===== src/rtl/tri_pixel_buffer.sv =====
// Captures rasterizer points into an N x N bitmap, then drains it one row per
// handshake and reports pixel count, duplicate writes and overrun.
module tri_pixel_buffer #(
    parameter int COORD_W = 3
) (
    input  logic                        clk,
    input  logic                        reset,
    input  logic                        busy_in,
    input  logic                        po,
    input  logic [COORD_W-1:0]          xo,
    input  logic [COORD_W-1:0]          yo,
    input  logic                        rd_ready,
    output logic                        row_valid,
    output logic [COORD_W-1:0]          row_idx,
    output logic [(1<<COORD_W)-1:0]     row_data,
    output logic [2*COORD_W:0]          pix_cnt,
    output logic                        frame_done,
    output logic                        dup_err,
    output logic                        ovr_err
);
    localparam int N     = 1 << COORD_W;
    localparam int CNT_W = 2 * COORD_W + 1;
    localparam logic [COORD_W-1:0] LAST_ROW = COORD_W'(N - 1);
    localparam logic [CNT_W-1:0]   CNT_ONE  = CNT_W'(1);

    typedef enum logic [1:0] {S_IDLE, S_CAPTURE, S_DRAIN, S_DONE} state_t;

    state_t                     state_q, state_d;
    logic                       busy_dly_q, busy_dly_d;
    logic [N-1:0][N-1:0]        bitmap_q, bitmap_d;
    logic [COORD_W-1:0]         row_idx_q, row_idx_d;
    logic [CNT_W-1:0]           pix_cnt_q, pix_cnt_d;
    logic                       dup_q, dup_d;
    logic                       ovr_q, ovr_d;
    logic                       rise, fall, cap_en;

    assign rise = busy_in & ~busy_dly_q;
    assign fall = ~busy_in & busy_dly_q;

    always_comb begin
        state_d    = state_q;
        busy_dly_d = busy_in;
        bitmap_d   = bitmap_q;
        row_idx_d  = row_idx_q;
        pix_cnt_d  = pix_cnt_q;
        dup_d      = dup_q;
        ovr_d      = ovr_q;
        cap_en     = 1'b0;

        case (state_q)
            S_IDLE: begin
                if (rise) begin
                    state_d   = S_CAPTURE;
                    pix_cnt_d = '0;
                    dup_d     = 1'b0;
                    cap_en    = po;
                end
            end
            S_CAPTURE: begin
                cap_en = po;
                if (fall) begin
                    state_d   = S_DRAIN;
                    row_idx_d = '0;
                end
            end
            S_DRAIN: begin
                if (rise) ovr_d = 1'b1;
                if (rd_ready) begin
                    if (row_idx_q == LAST_ROW) state_d = S_DONE;
                    else                       row_idx_d = row_idx_q + 1'b1;
                end
            end
            S_DONE: begin
                // Clear happens before any same-cycle capture so a new frame
                // starting here lands in an empty bitmap.
                bitmap_d  = '0;
                row_idx_d = '0;
                state_d   = S_IDLE;
                if (rise) begin
                    state_d   = S_CAPTURE;
                    pix_cnt_d = '0;
                    dup_d     = 1'b0;
                    cap_en    = po;
                end
            end
            default: state_d = S_IDLE;
        endcase

        if (cap_en) begin
            if (bitmap_d[yo][xo]) begin
                dup_d = 1'b1;
            end else begin
                bitmap_d[yo][xo] = 1'b1;
                pix_cnt_d        = pix_cnt_d + CNT_ONE;
            end
        end
    end

    always_ff @(posedge clk) begin
        if (!reset) begin
            state_q    <= S_IDLE;
            busy_dly_q <= 1'b0;
            bitmap_q   <= '0;
            row_idx_q  <= '0;
            pix_cnt_q  <= '0;
            dup_q      <= 1'b0;
            ovr_q      <= 1'b0;
        end else begin
            state_q    <= state_d;
            busy_dly_q <= busy_dly_d;
            bitmap_q   <= bitmap_d;
            row_idx_q  <= row_idx_d;
            pix_cnt_q  <= pix_cnt_d;
            dup_q      <= dup_d;
            ovr_q      <= ovr_d;
        end
    end

    assign row_valid  = (state_q == S_DRAIN);
    assign row_idx    = row_idx_q;
    assign row_data   = row_valid ? bitmap_q[row_idx_q] : '0;
    assign pix_cnt    = pix_cnt_q;
    assign frame_done = (state_q == S_DONE);
    assign dup_err    = dup_q;
    assign ovr_err    = ovr_q;
endmodule


===== config.mk =====
export PLATFORM = sky130hd
export DESIGN_NAME = tri_pixel_buffer
export DESIGN_NICKNAME = d
export VERILOG_FILES = /design/src/rtl/tri_pixel_buffer.sv
export SDC_FILE = /design/constraint.sdc
export NUM_CORES = 1
export LEC_CHECK = 0
export BUFFER_PORTS_ARGS = -buffer_cell sky130_fd_sc_hd__buf_4
export CAP_MARGIN = 10
export CORE_MARGIN = 3
export CORE_UTILIZATION = 56
export CTS_BUF_LIST = sky130_fd_sc_hd__clkbuf_4
export CTS_CLUSTER_DIAMETER = 60
export CTS_CLUSTER_SIZE = 24
export DETAILED_ROUTE_END_ITERATION = 10
export PLACE_DENSITY = 0.78
export SYNTH_ARGS = -nofsm -noshare
export SYNTH_HDL_FRONTEND = slang
export SYNTH_SLANG_ARGS = --single-unit

===== constraint.sdc =====
create_clock -name clk -period 3 [get_ports clk]
set_clock_uncertainty 0.1 [all_clocks]
set_input_delay 0.6 -clock clk [delete_from_list [all_inputs] [get_ports clk]]
set_output_delay 0.6 -clock clk [all_outputs]
set_load 0.03 [all_outputs]

==> results.cfg <==
[worst_setup_path]
critPathMaxStageDelay_ns = 0.37
arrival_ns = 2.15
crit_fanout = 10
critPathRequiredTime_ns = 2.30
timing.rr.end = pix_cnt[4]
reg2reg_slack_ns = 0.16
reg2reg_depth = 8
critPathCapture = row_data[6]
crit_slowest_cell = clkinv_1
crit_chain = inv_1 > ha_1 > buf_4 > clkinv_1 > nor2_1 > buf_4
r2r-start = state_q[1]
end_kind = output pin
start_kind = flop
cp_common_cell = buf_4
setup.worst_path.start = state_q[0]
crit_type = flop to output pin

[timing]
final_hold_viol_count = 0
finalSetupViolCount = 0
fmax_mhz = 350.4
rsz0062_at_grt = false
tightestPinTransition_ns = 0.7003
relSlewSlack = 0.5296
finalCriticalPeriod_ns = 2.854
hold_slack_ns = 0.2842
slew_viol_final = 0
worst_slack_ns = 0.1463
final.period_utilization = 0.9512

[power]
p_per_area_mw_per_mm2 = 546.7
switching_power_uw = 867.9
leakage_nw = 1.829
switching_share = 0.3267
power_frac_seq = 0.416
peakVddDrop_mv = 0.2943
power_frac_clock = 0.300
totalPowerFinal_mw = 2.657
internal-power_mw = 1.789
pwr-share-comb = 0.284

[cells_and_area]
nNetsFinal = 459
layout_common_cells = dfxtp_1, a32o_1, buf_4, mux2i_1, nand2_1
diodes = 0
final_common_cell = dfxtp_1
fin_util = 0.6923
drive_gt1_frac = 0.2472
fillCellCount = 547
area_delta_synth_final_pct = 16.53
final_area_mm2 = 0.004860

[drt]
drc = 0
viasPerCell = 6.908
drt_iter0_markers = 302
route.vias.total = 3737
routed_wl_mm = 11.33
wire_per_inst_um = 20.94
ant_nets = 0
firstDrtPassIters = 5

[synth]
yosys.area.top_type = dfxtp_1
synthDistinctLibCells = 50
yosys.area.top_type_share = 0.3792
async_flop_share = 0
synth_area_mm2 = 0.004170
ys_warn_count = 0
syn_area_per_cell_um2 = 10.32
synth_area_leaders = dfxtp_1, a32o_1, mux4_2, mux2i_1, ha_1
postSynthRegisterBits = 79
syn_nets = 423
synth-main-ff-cell = dfxtp_1
synth_edf_count = 0
ys_seq_area_frac = 0.3792
syn-instance-count = 404

[clocking]
clockBufferDepth = 2
clk_latency_ns = 0.43
cts.sinks = 79
path_clk_slew_ns = 0.12
htreeDepth = 3
cts_made_buffers = 9
root_buffer = clkbuf_4
cts_tree = yes
cts_hold_buf = 0

[die]
die_y_um = 92.30
row_count = 30
die-area_mm2 = 0.008518
io_pins = 33
start_util = 0.5941
core_mm2 = 0.007019
die_w_um = 92.30

[placed_design]
detailedPlace.worstSlack_ns = -0.1867
dpl_cell_area_mm2 = 0.004672
hpwl_mm = 7.625
io_buffers = 32
gp_routability_congestion = 0.9040

[min_path]
hold_class = primary input to flop
hold_depth = 2

[outcome]
status = finished, final reports clean

[grt]
grtUsageTotal = 0.2705
antenna_found_initial = 0
overflow = 0
grt_max_degree = 65
grt_pass1_wl_mm = 18.04
grt_pass1_vias = 3516

[flow_run]
cap_violations = 0
kinds of logic after synthesis:
kind of cell / Yosys count / share of synthesized area
AOI/OAI and AO/OA: 117 / 0.2400
adders and majority gates: 8 / 0.02400
buffers and inverters: 52 / 0.05731
DFF: 79 / 0.3792
muxes: 48 / 0.1665
and+or+nand+nor: 100 / 0.1329
power by group through the flow:
stage	logic [mW]	clock network, mW	registers, mW
after floorplan	0.485	0	1.14
after global placement	0.714	0	1.13
after detailed placement	0.734	0	1.13
after CTS	0.736	0.813	1.11
after global routing	0.810	0.857	1.11
final	0.754	0.797	1.11
per-layer routing:
metal / routed length, um / up-vias / track usage
met1: 4699 / 1833 / 0.3638
met2: 5403 / 196 / 0.4264
met5: 0 / - / 0
met3: 962 / 29 / 0.06824
met4: 265 / 0 / 0.09282
li1: - / 1679 / -
cell type report:
class / count / area (um2) / area share
Multi-Input combinational cell: 273 / 2364 / 0.4864
Sequential cell: 79 / 1582 / 0.3254
Timing Repair Buffer: 69 / 580.6 / 0.1195
Tap cell: 96 / 120.1 / 0.02472
Clock inverter: 6 / 108.9 / 0.02240
Clock buffer: 10 / 75.07 / 0.01545
Inverter: 8 / 30.03 / 0.006179
timing repair:
| item | CTS | global route |
|---|---|---|
| resized for setup | 0 | 1 |
| setup endpoints to repair | 0 | 49 |
| buffers inserted | 0 | 0 |
cell usage after synthesis, types with 2 or more instances:
cell type	count
a211o_1	2
a211oi_1	2
a21oi_1	9
a22o_1	3
a22oi_1	8
a31oi_1	2
a32o_1	65
and2_1	9
and3_1	3
and3b_1	2
buf_1	9
buf_2	14
buf_4	5
clkbuf_1	15
dfxtp_1	79
ha_1	8
inv_1	7
mux2i_1	30
mux4_2	17
nand2_1	21
nand2b_1	6
nand3_1	9
nand3b_1	2
nor2_1	17
nor2b_1	3
nor3_1	7
nor3b_1	7
o21ai_0	7
o21bai_1	2
o221ai_1	2
o22ai_1	8
o31ai_1	3
or2_2	2
or3b_1	2
or4_1	2
registers in the layout, summed over array words and instances, names as in the netlist:
signal      cells
bitmap_q       64
busy_dly_q      1
dup_err         1
ovr_err         1
pix_cnt         7
row_idx         3
state_q         2
worst max-delay path, delay by kind of cell (launching register included):
family | cells | cell delay [ns]
buffers and inverters | 4 | 0.86
and+or+nand+nor | 1 | 0.30
DFF | 1 | 0.36
adders and majority gates | 1 | 0.20
how the worst min path moves through the flow:
| stage | startpoint | to |
|---|---|---|
| 6_report | busy_in | busy_dly_q |
| 5_1_grt | busy_in | busy_dly_q |
| 4_1_cts | busy_in | busy_dly_q |
| 3_5_place_dp | dup_err | dup_err |
| 3_3_place_gp | dup_err | dup_err |
| 2_1_floorplan | bitmap_q[23] | bitmap_q[23] |
stage by stage:
step / setup TNS (ns) / instances
floorplan: 0 / 404
global placement: -2.271 / 525
detailed placement: -6.711 / 525
CTS: 0 / 541
global route: 0 / 541
finish: 0 / 541
Note: power is estimated with default switching activity, not from simulation.
